**config.mk**
```make
export PLATFORM = sky130hd
export DESIGN_NAME = grover_iterate_unit_flat
export DESIGN_NICKNAME = d
export VERILOG_FILES = /design/src/rtl/grover_pkg.sv /design/src/rtl/grover_iterate_unit_if.sv /design/src/rtl/grover_sat.sv /design/src/rtl/grover_iterate_unit.sv /design/src/flat_wrapper.sv
export SDC_FILE = /design/constraint.sdc
export NUM_CORES = 1
export LEC_CHECK = 0
export ABC_AREA = 1
export CORE_MARGIN = 4
export CORE_UTILIZATION = 40
export CTS_CLUSTER_DIAMETER = 50
export DETAILED_ROUTE_END_ITERATION = 6
export MAX_ROUTING_LAYER = met4
export PLACE_DENSITY = 0.6
export SYNTH_ARGS = -nofsm -noshare
export SYNTH_HDL_FRONTEND = slang
export SYNTH_SLANG_ARGS = --single-unit
export TNS_END_PERCENT = 1
```
**constraint.sdc**
```tcl
create_clock -name clk -period 4.8 [get_ports clk]
set_input_delay 1.44 -clock clk [delete_from_list [all_inputs] [get_ports clk]]
set_output_delay 1.44 -clock clk [all_outputs]
set_load 0.01 [all_outputs]
```
**src/rtl/grover_pkg.sv**
```systemverilog
// Shared types, sizes and the amplitude clamp for the Grover iteration unit.
package grover_pkg;

   localparam int AMP_W_DEF = 8;
   localparam int N_AMP     = 8;
   localparam int IDX_W     = 3;

   typedef enum logic [2:0] {
      S_IDLE,
      S_ACCUM,
      S_MEAN,
      S_REFLECT,
      S_DONE
   } state_t;

   // Clamp an (AMP_W_DEF+3)-bit signed value into the AMP_W_DEF-bit signed range.
   function automatic logic signed [AMP_W_DEF-1:0] sat(input logic signed [AMP_W_DEF+2:0] v);
      logic signed [AMP_W_DEF+2:0] max_v;
      logic signed [AMP_W_DEF+2:0] min_v;
      max_v = {{4{1'b0}}, {(AMP_W_DEF-1){1'b1}}};
      min_v = {{4{1'b1}}, {(AMP_W_DEF-1){1'b0}}};
      if (v > max_v)      sat = max_v[AMP_W_DEF-1:0];
      else if (v < min_v) sat = min_v[AMP_W_DEF-1:0];
      else                sat = v[AMP_W_DEF-1:0];
   endfunction

endpackage

```
**src/rtl/grover_iterate_unit_if.sv**
```systemverilog
// Handshake and amplitude vector bundle between the amplitude bank and the iterate unit.
interface grover_iterate_unit_if
   import grover_pkg::*;
#(
   parameter int AMP_W = AMP_W_DEF
);
   logic                    start;
   logic [IDX_W-1:0]        marked;
   logic signed [AMP_W-1:0] i0, i1, i2, i3, i4, i5, i6, i7;
   logic signed [AMP_W-1:0] o0, o1, o2, o3, o4, o5, o6, o7;
   logic                    busy;
   logic                    done;

   modport master (
      output start, marked, i0, i1, i2, i3, i4, i5, i6, i7,
      input  o0, o1, o2, o3, o4, o5, o6, o7, busy, done
   );

   modport slave (
      input  start, marked, i0, i1, i2, i3, i4, i5, i6, i7,
      output o0, o1, o2, o3, o4, o5, o6, o7, busy, done
   );
endinterface

```
**src/rtl/grover_sat.sv**
```systemverilog
// Combinational (AMP_W+3)-bit to AMP_W-bit narrowing: clamp when SAT_EN, plain truncation otherwise.
module grover_sat #(
   parameter int AMP_W  = 8,
   parameter bit SAT_EN = 1'b1
) (
   input  logic signed [AMP_W+2:0] din,
   output logic signed [AMP_W-1:0] dout
);

   localparam logic signed [AMP_W+2:0] MAX_V = {{4{1'b0}}, {(AMP_W-1){1'b1}}};
   localparam logic signed [AMP_W+2:0] MIN_V = {{4{1'b1}}, {(AMP_W-1){1'b0}}};

   function automatic logic signed [AMP_W-1:0] sat_w(input logic signed [AMP_W+2:0] v);
      if (v > MAX_V)      sat_w = MAX_V[AMP_W-1:0];
      else if (v < MIN_V) sat_w = MIN_V[AMP_W-1:0];
      else                sat_w = v[AMP_W-1:0];
   endfunction

   generate
      if (SAT_EN) begin : g_sat
         assign dout = sat_w(din);
      end else begin : g_wrap
         assign dout = din[AMP_W-1:0];
      end
   endgenerate

endmodule

```
**src/rtl/grover_iterate_unit.sv**
```systemverilog
// One Grover iteration (oracle flip + inversion about the mean) over 8 amplitudes,
// processed serially through a single adder and published as one vector on done.
module grover_iterate_unit
   import grover_pkg::*;
#(
   parameter int AMP_W  = AMP_W_DEF,
   parameter bit SAT_EN = 1'b1
) (
   input logic            clk,
   input logic            rst,
   grover_iterate_unit_if.slave bus
);

   localparam logic [IDX_W-1:0] LAST = IDX_W'(N_AMP - 1);

   state_t                  state, state_n;
   logic                    accept;
   logic [IDX_W-1:0]        idx;
   logic [IDX_W-1:0]        mk;
   logic signed [AMP_W+3:0] sum;
   logic signed [AMP_W+3:0] sum_sh;
   logic signed [AMP_W:0]   mean;
   logic signed [AMP_W:0]   amp_buf [N_AMP];
   logic signed [AMP_W-1:0] res_q   [N_AMP];
   logic signed [AMP_W-1:0] o_q     [N_AMP];
   logic signed [AMP_W-1:0] in_v    [N_AMP];
   logic signed [AMP_W:0]   cur, x;
   logic signed [AMP_W+2:0] r;
   logic signed [AMP_W-1:0] r_sat;

   assign in_v[0] = bus.i0;
   assign in_v[1] = bus.i1;
   assign in_v[2] = bus.i2;
   assign in_v[3] = bus.i3;
   assign in_v[4] = bus.i4;
   assign in_v[5] = bus.i5;
   assign in_v[6] = bus.i6;
   assign in_v[7] = bus.i7;

   assign bus.o0 = o_q[0];
   assign bus.o1 = o_q[1];
   assign bus.o2 = o_q[2];
   assign bus.o3 = o_q[3];
   assign bus.o4 = o_q[4];
   assign bus.o5 = o_q[5];
   assign bus.o6 = o_q[6];
   assign bus.o7 = o_q[7];

   always_ff @(posedge clk) begin
      if (rst) state <= S_IDLE;
      else     state <= state_n;
   end

   always_comb begin
      state_n  = state;
      accept   = 1'b0;
      bus.busy = 1'b0;
      bus.done = 1'b0;
      case (state)
         S_IDLE: begin
            accept = bus.start;
            if (bus.start) state_n = S_ACCUM;
         end
         S_ACCUM: begin
            bus.busy = 1'b1;
            if (idx == LAST) state_n = S_MEAN;
         end
         S_MEAN: begin
            bus.busy = 1'b1;
            state_n  = S_REFLECT;
         end
         S_REFLECT: begin
            bus.busy = 1'b1;
            if (idx == LAST) state_n = S_DONE;
         end
         S_DONE: begin
            bus.done = 1'b1;
            accept   = bus.start;
            state_n  = bus.start ? S_ACCUM : S_IDLE;
         end
         default: state_n = S_IDLE;
      endcase
   end

   // Shared datapath: oracle negation (AMP_W+1 bits) and reflection (AMP_W+3 bits).
   assign cur    = amp_buf[idx];
   assign x      = (idx == mk) ? -cur : cur;
   assign sum_sh = sum >>> 3;
   assign r      = {mean[AMP_W], mean, 1'b0} - {{2{cur[AMP_W]}}, cur};

   grover_sat #(.AMP_W(AMP_W), .SAT_EN(SAT_EN)) u_sat (
      .din  (r),
      .dout (r_sat)
   );

   // Control-side registers: reset-cleared.
   always_ff @(posedge clk) begin
      if (rst) begin
         idx <= '0;
         sum <= '0;
         for (int k = 0; k < N_AMP; k++) o_q[k] <= '0;
      end else if (accept) begin
         idx <= '0;
         sum <= '0;
      end else begin
         case (state)
            S_ACCUM: begin
               sum <= sum + {{3{x[AMP_W]}}, x};
               idx <= idx + IDX_W'(1);
            end
            S_MEAN: idx <= '0;
            S_REFLECT: begin
               idx <= idx + IDX_W'(1);
               // The last result is taken straight from the saturator so the
               // whole vector lands on the edge that enters DONE.
               if (idx == LAST) begin
                  for (int k = 0; k < N_AMP; k++)
                     o_q[k] <= (k == N_AMP - 1) ? r_sat : res_q[k];
               end
            end
            default: ;
         endcase
      end
   end

   // Data-side registers: no reset, only written under control of the FSM.
   always_ff @(posedge clk) begin
      if (accept) begin
         for (int k = 0; k < N_AMP; k++) amp_buf[k] <= {in_v[k][AMP_W-1], in_v[k]};
         mk <= bus.marked;
      end else if (state == S_ACCUM) begin
         amp_buf[idx] <= x;
      end
      if (state == S_MEAN)    mean       <= sum_sh[AMP_W:0];
      if (state == S_REFLECT) res_q[idx] <= r_sat;
   end

endmodule

```
**src/flat_wrapper.sv**
```systemverilog
// flat-port wrapper written by rule: the top's interface ports become plain ports
module grover_iterate_unit_flat import grover_pkg::*;
#(
   parameter int AMP_W  = AMP_W_DEF,
   parameter bit SAT_EN = 1'b1
)
  (clk, rst, bus_start, bus_marked, bus_i0, bus_i1, bus_i2, bus_i3, bus_i4, bus_i5, bus_i6, bus_i7, bus_o0, bus_o1, bus_o2, bus_o3, bus_o4, bus_o5, bus_o6, bus_o7, bus_busy, bus_done);
  grover_iterate_unit_if #(.AMP_W(AMP_W)) bus_i ();
  input logic clk;
  input logic rst;
  input wire logic [$bits(bus_i.start)-1:0] bus_start;
  input wire logic [$bits(bus_i.marked)-1:0] bus_marked;
  input wire logic [$bits(bus_i.i0)-1:0] bus_i0;
  input wire logic [$bits(bus_i.i1)-1:0] bus_i1;
  input wire logic [$bits(bus_i.i2)-1:0] bus_i2;
  input wire logic [$bits(bus_i.i3)-1:0] bus_i3;
  input wire logic [$bits(bus_i.i4)-1:0] bus_i4;
  input wire logic [$bits(bus_i.i5)-1:0] bus_i5;
  input wire logic [$bits(bus_i.i6)-1:0] bus_i6;
  input wire logic [$bits(bus_i.i7)-1:0] bus_i7;
  output wire logic [$bits(bus_i.o0)-1:0] bus_o0;
  output wire logic [$bits(bus_i.o1)-1:0] bus_o1;
  output wire logic [$bits(bus_i.o2)-1:0] bus_o2;
  output wire logic [$bits(bus_i.o3)-1:0] bus_o3;
  output wire logic [$bits(bus_i.o4)-1:0] bus_o4;
  output wire logic [$bits(bus_i.o5)-1:0] bus_o5;
  output wire logic [$bits(bus_i.o6)-1:0] bus_o6;
  output wire logic [$bits(bus_i.o7)-1:0] bus_o7;
  output wire logic [$bits(bus_i.busy)-1:0] bus_busy;
  output wire logic [$bits(bus_i.done)-1:0] bus_done;
  assign bus_i.start = bus_start;
  assign bus_i.marked = bus_marked;
  assign bus_i.i0 = bus_i0;
  assign bus_i.i1 = bus_i1;
  assign bus_i.i2 = bus_i2;
  assign bus_i.i3 = bus_i3;
  assign bus_i.i4 = bus_i4;
  assign bus_i.i5 = bus_i5;
  assign bus_i.i6 = bus_i6;
  assign bus_i.i7 = bus_i7;
  assign bus_o0 = bus_i.o0;
  assign bus_o1 = bus_i.o1;
  assign bus_o2 = bus_i.o2;
  assign bus_o3 = bus_i.o3;
  assign bus_o4 = bus_i.o4;
  assign bus_o5 = bus_i.o5;
  assign bus_o6 = bus_i.o6;
  assign bus_o7 = bus_i.o7;
  assign bus_busy = bus_i.busy;
  assign bus_done = bus_i.done;
  grover_iterate_unit #(.AMP_W(AMP_W), .SAT_EN(SAT_EN)) u_core (.clk(clk), .rst(rst), .bus(bus_i));
endmodule
```
---- Yosys cells after proc, flatten, opt, wreduce, memory -nomap -nowiden ----
Memories as Yosys holds them, arrays and structs flattened. A register that Yosys moved wholly into a read port is not among the register bits.
Cells that the tools add are included.
Widths: inputs -> output; s select.
cells by class
  add/subtract/negate cells ............... 4
  multiply operators ...................... 0
  div/mod/pow operators ................... 0
  magnitude comparators ................... 2
  equality and inequality tests ........... 9
  shift-type cells ........................ 0
  mux-type cells .......................... 39
  bitwise logic cells ..................... 8
  reduce and logical (&&, ||, !) cells .... 8
operator list
  operator             count
  $mux 8               10
  $mux 1               19
  $mux 3               6
  $mux 9               2
  $pmux 3 s5           1
  $add 12x12->12       1
  $gt 11x8->1 const B  1
  $lt 11x8->1 const B  1
  $sub 10x9->11        1
  $neg 9->9            1
  $reduce_or 9->1      1
  $or 1x1->1           8
  $eq 3x2->1 const B   2
  $eq 3x3->1 const B   2
  $pmux 3 s2           1
  $reduce_or 2->1      3
  $ne 2x1->1 const B   2
  $add 3x1->3 const B  1
  $eq 3x1->1 const B   1
  $eq 3x3->1           1
  $logic_not 3->1      1
  $reduce_and 3->1     1
  $reduce_or 3->1      1
  $ne 2x2->1 const B   1
  $reduce_bool 2->1    1
word-level totals
  register bits after elaboration ......... 30
  latch bits .............................. 0
  RAM bits ................................ 200
  bits in read-only memories .............. 0
  output and inout port bits .............. 66
  word-level logic and storage cells ...... 78
  memories kept ........................... 3
memory list
  name            depth  width  read ports  clocked after Yosys merged registers in  write ports  RTL line                   text
  u_core.amp_buf  8      9      1           1                                        8            grover_iterate_unit.sv:23  logic signed [AMP_W:0] amp_buf [N_AMP];
  u_core.o_q      8      8      8           0                                        8            grover_iterate_unit.sv:25  logic signed [AMP_W-1:0] o_q [N_AMP];
  u_core.res_q    8      8      7           0                                        1            grover_iterate_unit.sv:24  logic signed [AMP_W-1:0] res_q [N_AMP];

---- Logic depth before layout (Yosys ltp) ----
  word-level depth ........................ 7
  depth in mapped cells ................... 30
  depth with buffers taken out ............ 28

---- Cells and area by module ----
A second synthesis with hierarchy kept.
second synthesis, totals
  cells, all modules ...................... 1025
  area, all modules ....................... 10408.7 um^2
by module, submodules not included
  module               times used  cells each  area each (um^2)  sequential area each (um^2)
  grover_iterate_unit  1           1003        10319.9           6546.3
  grover_sat           1           22          88.8              0.0

---- Least setup slack after synthesis ----
Ideal clock, no wire load.
  kind .................................... in2reg
  start point ............................. input port rst
  end point ............................... memory u_core.o_q[0][0] (enable)
  library setup time ...................... 424 ps
  arrival time ............................ 3153 ps
  required time ........................... 4376 ps
  setup slack ............................. 1224 ps
  stages on the path ...................... 3
  path buffers ............................ 1
  cell sequence ........................... clkbuf_1 -> inv_1 -> nand2_1
RTL lines
  what             RTL line                   text
  start, declared  flat_wrapper.sv:10         input logic rst;
  end, declared    grover_iterate_unit.sv:25

==> summary.txt <==
Global routing
  – Global-route wire length before repair: approximately 40 mm
  – Number of global-route vias before repair: 7,382
  – Grt total ovfl: 0
  – Initial antenna violation count: 1
  – Tot GR Track Use: about 18%
  – Pin count of the biggest net entering global routing: 49

Pwr
  – Pleak: 5.62 nW
  – Final Power: 5.63 mW
  – VDD IR max: 253 µV
  – Pwr dens: roughly 430 nW/µm²

Placed design
  – Post-Place Cells: 1,525
  – Setup Slack @ Placement: around 0.86 ns
  – Port Buffer Count: 135
  – Detail Placement HPWL: 18.4 mm
  – GPL Wtd Cong: 0.888

Synthesis
  – Cell area after synthesis: around 11,000 µm²
  – Synth Instances: 1,070
  – Top FF cell, synth: edfxtp_1
  – #FFs+latches synth: 225
  – Post-synth EDFFs: 204
  – Mapped Nets: roughly 1,200
  – Sequential share of the synthesized area: about three fifths
  – Yosys cell types: 41
  – Synth warn: 0
  – Post-synth ARST share: 0%
  – Synthesized area per cell: approximately 10 µm²

Routing
  – WL/cell: 16.2 µm
  – Post-route ant nets: 0
  – Vias after detailed routing: 7,636
  – Initial drt markers: between 500 and 600
  – Vias/cell: 4.84
  – Router iterations before antenna repair: 5
  – # DRC: 0
  – Total wire length: 25.6 mm

Worst setup path
  – Crit-path max FO: 15
  – Critical path buffers and inverters: 3
  – Cell family with most CP delay: simple AND/OR/NAND/NOR gates
  – Path depth of the worst reg2reg path: 24
  – Worst Path Required: 5.24 ns
  – Crit Path Class: flop to flop
  – Worst R2R Setup Slack: 0.82 ns
  – Arrival time at the worst endpoint: 4.42 ns
  – Critical-path cell list: buf_4 -> nand3_1 -> nand3_1 -> nand2_2 -> ha_1 -> nand2_2 -> nor2_4 -> inv_2 -> o21ai_1 -> or2_1 -> nand2_2 -> inv_2 -> ha_1 -> nand2_1 -> o21bai_1 -> a21oi_1 -> nor3_1 -> nand2_1 -> nand2_1 -> nand3_2 -> nand2_1 -> nor2_1 -> nor2_1 -> nor2_1
  – Crit path top cell by count: nand2_1
  – R2R Path End: u_core.sum[11]
  – Crit path max-delay cell type: dfxtp_1
  – CP endpoint kind: flop
  – CP peak stage delay: 0.63 ns
  – Startpoint types: flop

Hold path
  – Hold_sp: u_core.sum[0]
  – Hold Crit Class: flop to flop
  – Worst Hold End: u_core.sum[0]
  – Worst Hold Depth: 2

CTS
  – Clk slew on worst S/H paths: 0.05 ns
  – Inserted Clock Buffers: 28
  – CTS Sinks: 225
  – Worst-skew pair later-pin latency: 0.55 ns
  – CTS root buffer: clkbuf_16
  – CTS Hold Bufs: 0
  – H-tree Lvls: 1
  – Post_cts resized: 0
  – Post-CTS Setup Inserts: 0
  – Clock Tree Buf Depth: 3
  – CTS tree: done

Timing
  – Final Critical Period: 3.98 ns
  – Clock Skew: 0.0121 ns
  – F_max: 0.251 GHz
  – Setup slack after layout: 0.818 ns
  – Worst-Margin Slew: 0.731 ns
  – Final Cycle Share: between 80% and 90%
  – RSZ-0062 raised after global routing: no
  – Slew Viols, Final: 0
  – Worst relative slew slack: 51.1%
  – Total negative slack: 0 ns
  – Final hold violations: 0
  – Final setup viols: 0

Run status
  – Status: completed

Layout
  – Layout Cells excl Fill: 1,578
  – Layout Utilization: about half
  – Fillers: 2,352
  – Area delta synth->final: 25.1%
  – Final nets: 1,317
  – Layout cells sized above 1: 7.97%

Floorplan
  – Starting Density: 40.6%
  – Die ar.: 29,100 µm²
  – Core Area: around 26,000 µm²
  – Std cell rows: roughly 60
  – Die W: roughly 170 µm
  – Io pins: 136
  – Die H: 171 µm

Flow run
  – Max Cap Viol: 0
==> Yosys cell counts, types with 17 or more instances <==
| cell | number | area, µm² |
|---|---|---|
| a21oi_1 | 27 | 135 |
| clkbuf_1 | 17 | 63.8 |
| dfxtp_1 | 21 | 420 |
| edfxtp_1 | 204 | 6130 |
| ha_1 | 25 | 313 |
| inv_1 | 170 | 638 |
| nand2_1 | 238 | 893 |
| nand3_1 | 55 | 275 |
| nor2_1 | 107 | 402 |
| nor3_1 | 17 | 85.1 |
| o21ai_0 | 70 | 350 |
| o21ai_1 | 24 | 120 |
==> stage by stage <==
step	area (µm²)	hold slack [ns]
6_report	13200	0.468
5_1_grt	13200	0.496
4_1_cts	13200	0.470
3_5_place_dp	12300	0.461
3_3_place_gp	12300	0.453
2_1_floorplan	10600	0.431
==> state kept, by name, indices dropped and copies added, names as in the netlist, named ones only <==
register        cells
u_core.amp_buf     72
u_core.o_q         64
u_core.res_q       56
u_core.sum         12
u_core.mean         9
u_core.idx          3
u_core.mk           3
u_core.state        3
==> tightest hold or removal path: cells and delay by family (launching register included) <==
family	cells	cell delay, ns
AND/OR/NAND/NOR	1	0.06
flip-flops	1	0.31
AO/OA/AOI/OAI	1	0.05
==> power breakdown <==
part | internal (mW) | switching [mW]
clock | 1.23 | 0.824
sequential | 2.37 | 0.0500
combinational | 0.378 | 0.787
==> per-layer routing <==
metal / vias up / global-route usage (%) / share of wire, %
met5: - / - / 0
met4: 0 / 6.67 / 3.2
met3: 55 / 3.17 / 6.5
met2: 245 / 28.7 / 47
met1: 3500 / 23.5 / 44
li1: 3836 / - / -
==> cells in the final DEF (no fill, tap or decap), drive strengths merged, types with 2 or more instances in the layout <==
cell / synthesis / final
nand4: 7 / 7
inv: 176 / 178
ha: 25 / 25
clkinv: 2 / 9
clkbuf: 17 / 37
or2: 2 / 2
o221ai: 3 / 3
o22ai: 3 / 3
xor2: 5 / 5
bufinv: 0 / 2
dfxtp: 21 / 21
nor3: 17 / 17
edfxtp: 204 / 204
xnor2: 7 / 7
nand3: 61 / 61
buf: 16 / 18
nand2: 254 / 254
clkinvlp: 0 / 4
clkdlybuf4s50: 0 / 135
o21ai: 95 / 95
o21bai: 7 / 7
o211ai: 5 / 5
fa: 2 / 2
nor2: 109 / 109
a21oi: 27 / 27
==> final cells by class <==
type                    instances  area [µm²]  area share, %
clock buffers                  37         754           5.70
repair buffers                153        1490           11.2
multi-input cells             634        3170           24.0
well taps                     335         419           3.17
inverters                     178         673           5.09
diodes                          1        2.50         0.0189
clock inverters                15         170           1.29
flip-flops and latches        225        6550           49.5
==> logic make-up (layout without fill, tap and decap cells) <==
| kind of cell | after synthesis | after routing | synth area share, % |
|---|---|---|---|
| buffers and inverters | 211 | 383 | 8.08 |
| AND/OR/NAND/NOR | 451 | 451 | 18.2 |
| XOR/XNOR | 12 | 12 | 0.994 |
| AO/OA/AOI/OAI | 144 | 144 | 7.43 |
| flip-flops | 225 | 225 | 61.9 |
| other | 0 | 1 | 0 |
| adder cells (fa/ha/maj) | 27 | 27 | 3.34 |
==> worst max-delay path by stage <==
stage | to | slack [ns] | depth (start not counted)
floorplan | u_core.o_q[0][0] | 1.22 | 3
global placement | u_core.sum[11] | 0.92 | 24
detailed placement | u_core.sum[11] | 0.86 | 24
CTS | u_core.sum[11] | 0.83 | 24
global route | u_core.sum[11] | 0.43 | 25
finish | u_core.sum[11] | 0.82 | 24
Note: power is estimated with default switching activity, not from simulation.
